[config.mk]
export PLATFORM = sky130hd
export DESIGN_NAME = id_scan_ctrl
export DESIGN_NICKNAME = d
export VERILOG_FILES = /design/src/rtl/id_pkg.sv /design/src/rtl/id_match_core.sv /design/src/rtl/id_scan_ctrl.sv
export SDC_FILE = /design/constraint.sdc
export NUM_CORES = 1
export LEC_CHECK = 0
export BUFFER_PORTS_ARGS = -buffer_cell sky130_fd_sc_hd__clkbuf_2
export CORE_MARGIN = 3
export CORE_UTILIZATION = 45
export DETAILED_ROUTE_END_ITERATION = 16
export PLACE_DENSITY = 0.73
export SLEW_MARGIN = 10
export SYNTH_ARGS = -nofsm -noshare
export SYNTH_HDL_FRONTEND = slang
export SYNTH_SLANG_ARGS = --single-unit
[constraint.sdc]
create_clock -name clk -period 8.73 [get_ports clk]
set_input_delay 0.873 -clock clk [delete_from_list [all_inputs] [get_ports clk]]
set_output_delay 0.873 -clock clk [all_outputs]
set_load 0.1 [all_outputs]
[src/rtl/id_pkg.sv]
// Shared definitions for the identifier scanner: recognizer/controller state encodings,
// ASCII class boundaries and character-class helpers.
package id_pkg;

    typedef enum logic [1:0] {
        ST_ERROR = 2'd0,
        ST_ALPHA = 2'd1,
        ST_DIGIT = 2'd2
    } id_state_e;

    typedef enum logic [1:0] {
        C_IDLE = 2'd0,
        C_SCAN = 2'd1,
        C_DONE = 2'd2
    } ctrl_state_e;

    localparam logic [7:0] ASCII_0 = 8'h30;
    localparam logic [7:0] ASCII_9 = 8'h39;
    localparam logic [7:0] UPPER_A = 8'h41;
    localparam logic [7:0] UPPER_Z = 8'h5A;
    localparam logic [7:0] LOWER_A = 8'h61;
    localparam logic [7:0] LOWER_Z = 8'h7A;

    function automatic logic is_letter(input logic [7:0] c);
        return ((c >= UPPER_A) && (c <= UPPER_Z)) || ((c >= LOWER_A) && (c <= LOWER_Z));
    endfunction

    function automatic logic is_digit(input logic [7:0] c);
        return (c >= ASCII_0) && (c <= ASCII_9);
    endfunction

endpackage

[src/rtl/id_match_core.sv]
// Registered identifier recognizer; match flags a byte whose next state is DIGIT (combinational).
// clr overrides en and returns the recognizer to ERROR.
module id_match_core
    import id_pkg::*;
(
    input  logic       clk,
    input  logic       rst_n,
    input  logic       en,
    input  logic       clr,
    input  logic [7:0] char,
    output id_state_e  state,
    output logic       match
);

    id_state_e state_q;
    id_state_e state_d;
    id_state_e next_st;

    always_comb begin
        next_st = ST_ERROR;
        if (is_letter(char)) begin
            next_st = ST_ALPHA;
        end else if (is_digit(char)) begin
            // Unused encodings fall through to ERROR like ERROR itself
            case (state_q)
                ST_ALPHA, ST_DIGIT: next_st = ST_DIGIT;
                default:            next_st = ST_ERROR;
            endcase
        end
    end

    always_comb begin
        state_d = state_q;
        if (clr) begin
            state_d = ST_ERROR;
        end else if (en) begin
            state_d = next_st;
        end
    end

    always_ff @(posedge clk or negedge rst_n) begin
        if (!rst_n) begin
            state_q <= ST_ERROR;
        end else begin
            state_q <= state_d;
        end
    end

    assign state = state_q;
    assign match = (next_st == ST_DIGIT);

endmodule

[src/rtl/id_scan_ctrl.sv]
// Buffers a byte string, replays it into the recognizer one byte per cycle on start, and
// reports the DIGIT-position count and first such index with a registered done pulse.
module id_scan_ctrl
    import id_pkg::*;
#(
    parameter int DEPTH = 16,
    parameter int AW    = $clog2(DEPTH),
    parameter int CW    = $clog2(DEPTH + 1)
) (
    input  logic          clk,
    input  logic          rst_n,
    input  logic          wr_en,
    input  logic [7:0]    wr_data,
    output logic          full,
    input  logic          start,
    output logic          busy,
    output logic          done,
    output logic [CW-1:0] match_cnt,
    output logic          hit,
    output logic [AW-1:0] first_hit
);

    logic [7:0]    mem_q [DEPTH];
    ctrl_state_e   state_q, state_d;
    logic [CW-1:0] len_q, len_d;
    logic [AW-1:0] wr_ptr_q, wr_ptr_d;
    logic [AW-1:0] rd_ptr_q, rd_ptr_d;
    logic [CW-1:0] cnt_q, cnt_d;
    logic          hit_q, hit_d;
    logic [AW-1:0] first_q, first_d;
    logic          done_q, done_d;
    logic          wr_accept;
    logic          core_en, core_clr, core_match;
    id_state_e     core_state;

    assign full = (len_q == CW'(DEPTH));

    always_comb begin
        state_d   = state_q;
        len_d     = len_q;
        wr_ptr_d  = wr_ptr_q;
        rd_ptr_d  = rd_ptr_q;
        cnt_d     = cnt_q;
        hit_d     = hit_q;
        first_d   = first_q;
        done_d    = 1'b0;
        wr_accept = 1'b0;
        core_en   = 1'b0;
        core_clr  = 1'b0;
        case (state_q)
            C_IDLE: begin
                // start takes priority: a write in the same cycle is dropped
                if (start) begin
                    state_d  = (len_q != '0) ? C_SCAN : C_DONE;
                    rd_ptr_d = '0;
                    core_clr = 1'b1;
                    cnt_d    = '0;
                    hit_d    = 1'b0;
                    first_d  = '1;
                end else if (wr_en && !full) begin
                    wr_accept = 1'b1;
                    len_d     = len_q + CW'(1);
                    wr_ptr_d  = wr_ptr_q + AW'(1);
                end
            end
            C_SCAN: begin
                core_en = 1'b1;
                if (core_match) begin
                    cnt_d = cnt_q + CW'(1);
                    if (!hit_q) begin
                        first_d = rd_ptr_q;
                        hit_d   = 1'b1;
                    end
                end
                if (CW'(rd_ptr_q) == len_q - CW'(1)) begin
                    state_d = C_DONE;
                end else begin
                    rd_ptr_d = rd_ptr_q + AW'(1);
                end
            end
            C_DONE: begin
                done_d   = 1'b1;
                len_d    = '0;
                wr_ptr_d = '0;
                rd_ptr_d = '0;
                state_d  = C_IDLE;
            end
            default: state_d = C_IDLE;
        endcase
    end

    always_ff @(posedge clk or negedge rst_n) begin
        if (!rst_n) begin
            state_q  <= C_IDLE;
            len_q    <= '0;
            wr_ptr_q <= '0;
            rd_ptr_q <= '0;
            cnt_q    <= '0;
            hit_q    <= 1'b0;
            first_q  <= '1;
            done_q   <= 1'b0;
        end else begin
            state_q  <= state_d;
            len_q    <= len_d;
            wr_ptr_q <= wr_ptr_d;
            rd_ptr_q <= rd_ptr_d;
            cnt_q    <= cnt_d;
            hit_q    <= hit_d;
            first_q  <= first_d;
            done_q   <= done_d;
        end
    end

    // Storage needs no reset: len_q alone defines which entries are valid
    always_ff @(posedge clk) begin
        if (wr_accept) begin
            mem_q[wr_ptr_q] <= wr_data;
        end
    end

    id_match_core u_core (
        .clk   (clk),
        .rst_n (rst_n),
        .en    (core_en),
        .clr   (core_clr),
        .char  (mem_q[rd_ptr_q]),
        .state (core_state),
        .match (core_match)
    );

    assign busy      = (state_q != C_IDLE);
    assign done      = done_q;
    assign match_cnt = cnt_q;
    assign hit       = hit_q;
    assign first_hit = first_q;

endmodule

==> out/qor.yml <==
postRouteAntennaNets: 0
syn_area_sq_um: 6561
worstSetupPathType: "flip-flop to flip-flop"
layout_commonest_cell: "edfxtp_1"
insertion_delay_ns: 0.43
synth_area_leader_cell: "edfxtp_1"
clock-root-buffer: "clkbuf_16"
syn_area_per_cell_sq_um: 16.82
area_growth_pct: 13.37
gr-total-overflow: 0
grt_pass1_wl_mm: 20.30
cts_hold_buffers: 0
synthArstFlopShare: 0.1795
die-area_sq_um: 16070
powerDensity_nw_per_um2: 306.4
ys_warn_count: 0
gp_congestion: 0.7971
nNetsFinal: 440
via_per_inst: 5.729
synth_cell_types: 42
drtIter0Drc: 367
portBuffers: 24
report.final.hold_viol_count: 0
drv_slew: 0
rows: 43
cts_buffers: 17
max_freq_ghz: 0.2815
coreArea_sq_um: 14100
ys_seq_elements: 156
cts_tree: "built"
max-slew-margin-rel: 0.2773
skew_ns: 0.01173
setup_viol: 0
status: "finished, final reports clean"
synth_nets: 410
fin_util: 0.5277
crit_path_start_kind: "flip-flop"
period_needed_ns: 3.553
clk_pin_slew_worst_paths_ns: 0.06
cp_max_fo: 9
synth_top_area_frac: 0.5858
cts_setup_buffers: 0
min_period_over_period: 0.4069
ys_top_cells_by_area: "edfxtp_1, mux4_2, dfrtp_1"
grt_start_max_net_pins: 29
clkSinkCount: 156
fin_area_sq_um: 7438
regArea_sq_um: 4551
clk_path_buf_depth: 2
tightestPinTransition_ns: 1.080
ios: 25
worstSetupStartpoint: "len_q[0]"
multi_input_area_sq_um: 1877
synth_edf_count: 128
grt_usage: 0.1720
htree_levels: 4
r2r_cells: 9
end_kind: "flip-flop"
synthCells: 390
die_h_um: 126.8
cap_violations: 0
fill_cells: 1110
initial_core_util: 0.4655
vias: 3512
placed_cell_area_sq_um: 6840
max-vdd-ir-drop_mv: 0.1736
cts_resized: 0
ys.flop_type: "edfxtp_1"
cp.arrival_ns: 3.68
post_drt_wl_per_cell_um: 21.02
drt_wl_total_mm: 12.88
mostFrequentLayoutCells: "edfxtp_1, mux4_2, clkbuf_2"
drt_pass1_iterations: 5
r2r_start: "len_q[0]"
hold_class: "input port to async pin"
cp_data_required_time_ns: 8.85
dp_hpwl_mm: 8.239
antenna_found_initial: 0
ys_seq_area_frac: 0.6934
drc: 0
grt_pass1_vias: 3566
cellLeakagePower_nw: 2.603
layout-drive-gt1-share: 0.2125
die_x_um: 126.8
rsz0062_at_grt: "no"
finalSetupTns_ns: 0
antenna_cells: 0
path summary, 6_finish.rpt:
| path | to | slack, ns |
|---|---|---|
| min in group clk | hit | 0.52 |
| max | mem_q[7][1] | 5.18 |
| max reg2reg | mem_q[7][1] | 5.18 |
| min | done | 0.50 |
| min reg2reg | hit | 0.52 |
| max in group asynchronous | rd_ptr_q[0] | 7.71 |
cell families (layout without fill, tap and decap cells):
logic type                 after synthesis  count (layout)  synth area share
muxes                                   55              55            0.1398
DFF                                    156             156            0.6934
buffers and inverters                   26              69           0.02136
and+or+nand+nor                         88              88           0.06941
adders and majority gates                8               8           0.01526
xor gates and xnor gates                14              14           0.01869
AOI/OAI and AO/OA                       43              43           0.04215
metal layers:
layer / track usage / wire [um] / vias to the layer above
met5: 0 / 0 / -
met4: 0.06814 / 277 / 0
met3: 0.05011 / 659 / 21
met2: 0.2662 / 6230 / 106
met1: 0.2310 / 5717 / 1807
li1: - / - / 1578
state kept, by name (all words and copies together), names as in the netlist:
register / flops
mem_q: 128
len_q: 5
match_cnt: 5
first_hit: 4
rd_ptr_q: 4
wr_ptr_q: 4
state_q: 2
u_core.state: 2
done: 1
hit: 1
where the power goes:
group	total (mW)	switching, mW	internal [mW]
registers	0.943	0.0866	0.856
logic	0.611	0.343	0.268
clock network	0.726	0.269	0.457
total	2.28	0.699	1.58
layout make-up:
cell class / count / area share
clock buffers: 27 / 0.07351
clock inverters: 5 / 0.006897
multi-input cells: 208 / 0.2523
inverters: 8 / 0.004037
flip-flops and latches: 156 / 0.6118
well taps: 180 / 0.03028
repair buffers: 29 / 0.02119
Yosys cell counts, types with 6 or more instances:
cell and n:
a21oi_1 6, a221oi_1 6, and2_1 17, clkbuf_1 9, dfrtp_1 24, edfxtp_1 128
ha_1 8, inv_1 7, mux2i_1 23, mux4_2 29, nand2_1 22, nor2_1 17
nor3_1 7, nor3b_1 6, o21ai_0 17, xnor2_1 8, xor2_1 6
worst max-delay path: stages (launching register included):
cell and delay (ns):
dfrtp_1 0.46, inv_1 0.07, ha_1 0.22, nor3b_1 0.16, and2_1 0.21, nor3b_1 0.35, and2_1 0.44, nand3_1 0.24
nor3b_1 0.79, buf_4 0.31
through the flow:
step / worst slack [ns] / power, mW / hold slack [ns] / instances
after detailed placement: 5.203 / 1.568 / 0.5099 / 581
after floorplan: 5.377 / 1.454 / 0.4988 / 390
after global routing: 4.907 / 2.382 / 0.5413 / 613
final: 5.177 / 2.279 / 0.5042 / 613
after CTS: 5.166 / 2.299 / 0.5117 / 613
after global placement: 5.093 / 1.558 / 0.4973 / 581
Power figures use the tool's default switching activity.
